$ cat config.mk
export PLATFORM = sky130hd
export DESIGN_NAME = memory_arbiter
export DESIGN_NICKNAME = d
export VERILOG_FILES = /design/src/rtl/cpu_types_pkg.sv /design/src/rtl/memory_arbiter.sv
export SDC_FILE = /design/constraint.sdc
export NUM_CORES = 1
export LEC_CHECK = 0
export CORE_MARGIN = 10
export CORE_UTILIZATION = 20
export CTS_BUF_LIST = sky130_fd_sc_hd__clkbuf_4
export CTS_CLUSTER_DIAMETER = 150
export CTS_CLUSTER_SIZE = 10
export DETAILED_ROUTE_END_ITERATION = 8
export MAX_ROUTING_LAYER = met4
export PLACE_DENSITY = 0.74
export SYNTH_ARGS = -nofsm -noshare
export SYNTH_HDL_FRONTEND = slang
export SYNTH_SLANG_ARGS = --single-unit
$ cat constraint.sdc
create_clock -name CLK -period 1.36 [get_ports CLK]
set_input_delay 0.136 -clock CLK [delete_from_list [all_inputs] [get_ports CLK]]
set_output_delay 0.136 -clock CLK [all_outputs]
set_load 0.03 [all_outputs]
$ cat src/rtl/cpu_types_pkg.sv
// Shared datapath types: machine word, RAM handshake state and the memory
// arbiter's state encoding.
package cpu_types_pkg;

  localparam int WORD_W = 32;

  typedef logic [WORD_W-1:0] word_t;

  typedef enum logic [1:0] {
    FREE   = 2'd0,
    BUSY   = 2'd1,
    ACCESS = 2'd2,
    ERROR  = 2'd3
  } ramstate_t;

  typedef enum logic [1:0] {
    IDLE   = 2'd0,
    IGRANT = 2'd1,
    DGRANT = 2'd2
  } arb_state_t;

endpackage

$ cat src/rtl/memory_arbiter.sv
// Shares one single-ported RAM between instruction fetch and data memory.
// Data wins ties; a saturating streak counter forces a fetch through after STARVE_MAX data grants.
module memory_arbiter
  import cpu_types_pkg::*;
#(
  parameter int STARVE_MAX = 4
) (
  input  logic        CLK,
  input  logic        nRST,
  input  logic        iREN,
  input  logic [31:0] iaddr,
  output logic        iwait,
  output logic [31:0] iload,
  input  logic        dREN,
  input  logic        dWEN,
  input  logic [31:0] daddr,
  input  logic [31:0] dstore,
  output logic        dwait,
  output logic [31:0] dload,
  output logic        ramREN,
  output logic        ramWEN,
  output logic [31:0] ramaddr,
  output logic [31:0] ramstore,
  input  logic [31:0] ramload,
  input  ramstate_t   ramstate,
  output logic [1:0]  dbg_state,
  output logic [3:0]  dbg_streak
);

  localparam int SW = $clog2(STARVE_MAX + 1);

  // Handshake: a requester raises its enable(s) and holds address/data steady;
  // the access completes in the one cycle its wait is low, then the enable may drop.
  arb_state_t    state;
  arb_state_t    next_state;
  logic [SW-1:0] streak;
  logic          i_done;
  logic          d_done;
  logic          d_req;
  logic          starved;

  assign d_req   = dREN | dWEN;
  assign starved = iREN && (streak == SW'(STARVE_MAX));

  always_comb begin
    next_state = state;
    ramREN     = 1'b0;
    ramWEN     = 1'b0;
    ramaddr    = '0;
    ramstore   = '0;
    i_done     = 1'b0;
    d_done     = 1'b0;
    case (state)
      IDLE: begin
        if (d_req && !starved) begin
          next_state = DGRANT;
        end else if (iREN) begin
          next_state = IGRANT;
        end
      end
      IGRANT: begin
        ramREN  = iREN;
        ramaddr = iaddr;
        if (!iREN) begin
          next_state = IDLE;
        end else if (ramstate == ACCESS) begin
          i_done     = 1'b1;
          next_state = IDLE;
        end
      end
      DGRANT: begin
        ramWEN   = dWEN;
        ramREN   = dREN & ~dWEN;
        ramaddr  = daddr;
        ramstore = dstore;
        if (!d_req) begin
          next_state = IDLE;
        end else if (ramstate == ACCESS) begin
          d_done     = 1'b1;
          next_state = IDLE;
        end
      end
      default: next_state = IDLE;
    endcase
  end

  assign iwait      = ~i_done;
  assign dwait      = ~d_done;
  assign iload      = ramload;
  assign dload      = ramload;
  assign dbg_state  = state;
  assign dbg_streak = 4'(streak);

  always_ff @(posedge CLK or negedge nRST) begin
    if (!nRST) begin
      state  <= IDLE;
      streak <= '0;
    end else begin
      state <= next_state;
      if (i_done || (state == IDLE && !iREN)) begin
        streak <= '0;
      end else if (d_done && iREN && streak != SW'(STARVE_MAX)) begin
        streak <= streak + SW'(1);
      end
    end
  end

endmodule

==> impl_metrics.yaml <==
synthesis:
  syn_inst: 232
  syn_area_um2: 1670
  async_reset_ff_share_pct: 100
  synth_nets: 373
  synthDistinctLibCells: 31
  synth_commonest_cells: "66 x buf_4, 34 x and2_1, 32 x a22oi_1, 32 x nor2b_1, 12 x clkbuf_1"
  synth-seq-area-share_pct: 7.51
  synth_top_area_cell: "buf_4"
  yosys_warnings: 0
  synth_ff_type: "dfrtp_1"
  synth_edf_count: 0
  yosys_register_bits: 5
  synth_area_leaders: "buf_4 30%, a22oi_1 14%, and2_1 13%"
  avgSynthCellArea_um2: 7.18
  yosysMostFrequentCell: "buf_4"
  synth_top_cell_area_share_pct: 29.8
clock_tree:
  cts-root-buf: "clkbuf_4"
  worstSkewPairLatency_ns: 0.24
  cts_tree: "built"
  htreeDepth: 1
  ctsHoldBuffers: 0
  cts_num_sinks: 5
  numCtsBuffers: 3
  path_clk_slew_ns: 0.05
  clockBufferDepth: 2
global_route:
  grt_pass1_wl_mm: 13.6
  antenna_found_initial: 0
  grt_pass1_vias: 2290
  grt.total_usage_pct: 13.5
  gr-total-overflow: 0
  grt_max_degree: 31
power_and_ir_drop:
  irDropWorstVdd_mv: 0.840
  p_int_mw: 4.16
  swShare_pct: 45.3
  clock_power_share_pct: 2.5
  power_frac_seq_pct: 3.1
  pwr-share-comb_pct: 94.4
  total_power_mw: 7.61
  switchingPower_mw: 3.45
  pwr_density_cell_nw_per_um2: 1810
  p_leak_nw: 1.76
worst_setup_path:
  r2r_start: "dbg_state[0]$_DFFE_PN0P_"
  worstReg2RegEnd: "streak[2]$_DFFE_PN0P_"
  critPathKind: "reg2out"
  cp-start-kind: "flip-flop"
  worst_ep_arrival_time_ns: 1.59
  crit_fanout: 12
  rr_worst_depth: 6
  critPathRequiredTime_ns: 1.22
  startpoint: "dbg_state[0]$_DFFE_PN0P_"
  cp-end-kind: "primary output"
  r2r_slack_ns: -0.32
layout:
  num_antenna_cells: 0
  finalInstanceArea_um2: 4210
  drive_gt1_share_pct: 63.6
  fill_cells: 749
  synthToLayoutAreaGrowth_pct: 153
  post-route-util_pct: 51.4
  nets: 516
status:
  failed_checks: "setup timing"
  outcome: "finished with violations"
die:
  die_x_um: 111
  pin_count: 273
  die_height_um: 111
  coreArea_um2: 8180
  dieArea_um2: 12400
  start_util_pct: 20.4
  row_count: 33
routing:
  routed_via_density: 4.49
  wl_mm: 9.36
  vias: 2149
  first_pass_iters: 4
  drt_iter0_drc: 62
  wl_per_cell_um: 19.5
  drc: 0
  antenna_left: 0
timing:
  fin_hold_ws_ns: 0.119
  setup_viol: 73
  timing.final.ws_setup_ns: -0.362
  fin_crit_sh_pct: 127
  fin_crit_ns: 1.72
  drv_slew: 0
  finClkSkew_ns: 0.00619
  hold_violations: 0
  clock.fmax_mhz: 581
  rsz0062_at_grt: "yes"
placed_design:
  hpwl_mm: 7.23
  pre_cts_ws_ns: -0.178
  place.port_buffers: 175
  place_area_um2: 3630
  gp_congestion: 0.832
run:
  cap_viol_max_count: 0
worst_hold_path:
  hp-class: "in2async"
## through the flow
stage / setup TNS (ns) / cells
2_1_floorplan: -8.44 / 232
3_3_place_gp: -6.30 / 461
3_5_place_dp: -8.53 / 461
4_1_cts: -24.26 / 476
5_1_grt: -27.89 / 479
6_report: -22.11 / 479
## sequential cells by signal (all words and copies together), names as in the netlist
register	count
streak	3
dbg_state	2
## final cells by class
| type | instances | area (um^2) | share of cell area, % |
|---|---|---|---|
| Tap cell | 105 | 131 | 3.12 |
| Sequential cell | 5 | 129 | 3.06 |
| Timing Repair Buffer | 219 | 2320 | 55.2 |
| Inverter | 8 | 35.0 | 0.833 |
| Multi-Input combinational cell | 138 | 1560 | 37.0 |
| Clock buffer | 4 | 30.0 | 0.714 |
## power groups by stage
stage	combinational, mW	clock (mW)	sequential, mW
4_1_cts	6.64	0.198	0.222
3_3_place_gp	5.95	0	0.225
6_report	7.19	0.191	0.233
2_1_floorplan	4.33	0	0.295
3_5_place_dp	6.02	0	0.228
5_1_grt	7.57	0.215	0.239
## cell families (layout without fill, tap and decap cells)
family / Yosys count / in the layout / synth area share [%]
buffers and inverters: 89 / 231 / 35.2
DFF: 5 / 5 / 7.51
AOI/OAI and AO/OA: 51 / 51 / 22.2
other: 1 / 1 / 0.225
adders and majority gates: 6 / 6 / 4.51
and+or+nand+nor: 80 / 80 / 30.4
## worst max-delay path by stage
stage	slack, ns	cells past startpoint	to
2_1_floorplan	-0.19	6	streak[2]$_DFFE_PN0P_
3_3_place_gp	-0.16	4	streak[2]$_DFFE_PN0P_
3_5_place_dp	-0.18	6	ramstore[16]
4_1_cts	-0.39	6	ramaddr[10]
5_1_grt	-0.44	6	ramaddr[12]
6_report	-0.36	6	ramaddr[0]
## placed cells by master (no fill, tap or decap), types with 4 or more instances in the layout
master           instances
a22oi_2                 29
and2_4                  34
buf_12                  11
buf_4                   40
buf_6                   59
clkbuf_4                 4
clkdlybuf4s50_1        102
ha_4                     4
inv_1                    6
nor2b_4                 29
## what timing repair did
action	4_1_cts	5_1_grt
gates cloned	2	3
pin swaps	4	13
setup endpoints to repair	76	73
gates resized for setup	38	65
buffers inserted	9	2
## worst max-delay path: stages (launching register included)
cell and delay (ns):
dfrtp_2 0.44, inv_4 0.09, ha_4 0.23, clkbuf_16 0.21, a22oi_1 0.10, nor2b_2 0.13
buf_6 0.14
## per-layer routing
layer	global-route usage [%]	wire length [um]
met5	-	0
met4	2.49	134
met3	3.46	624
met2	24.0	5130
met1	14.9	3470
(Power assumes the default switching activity.)
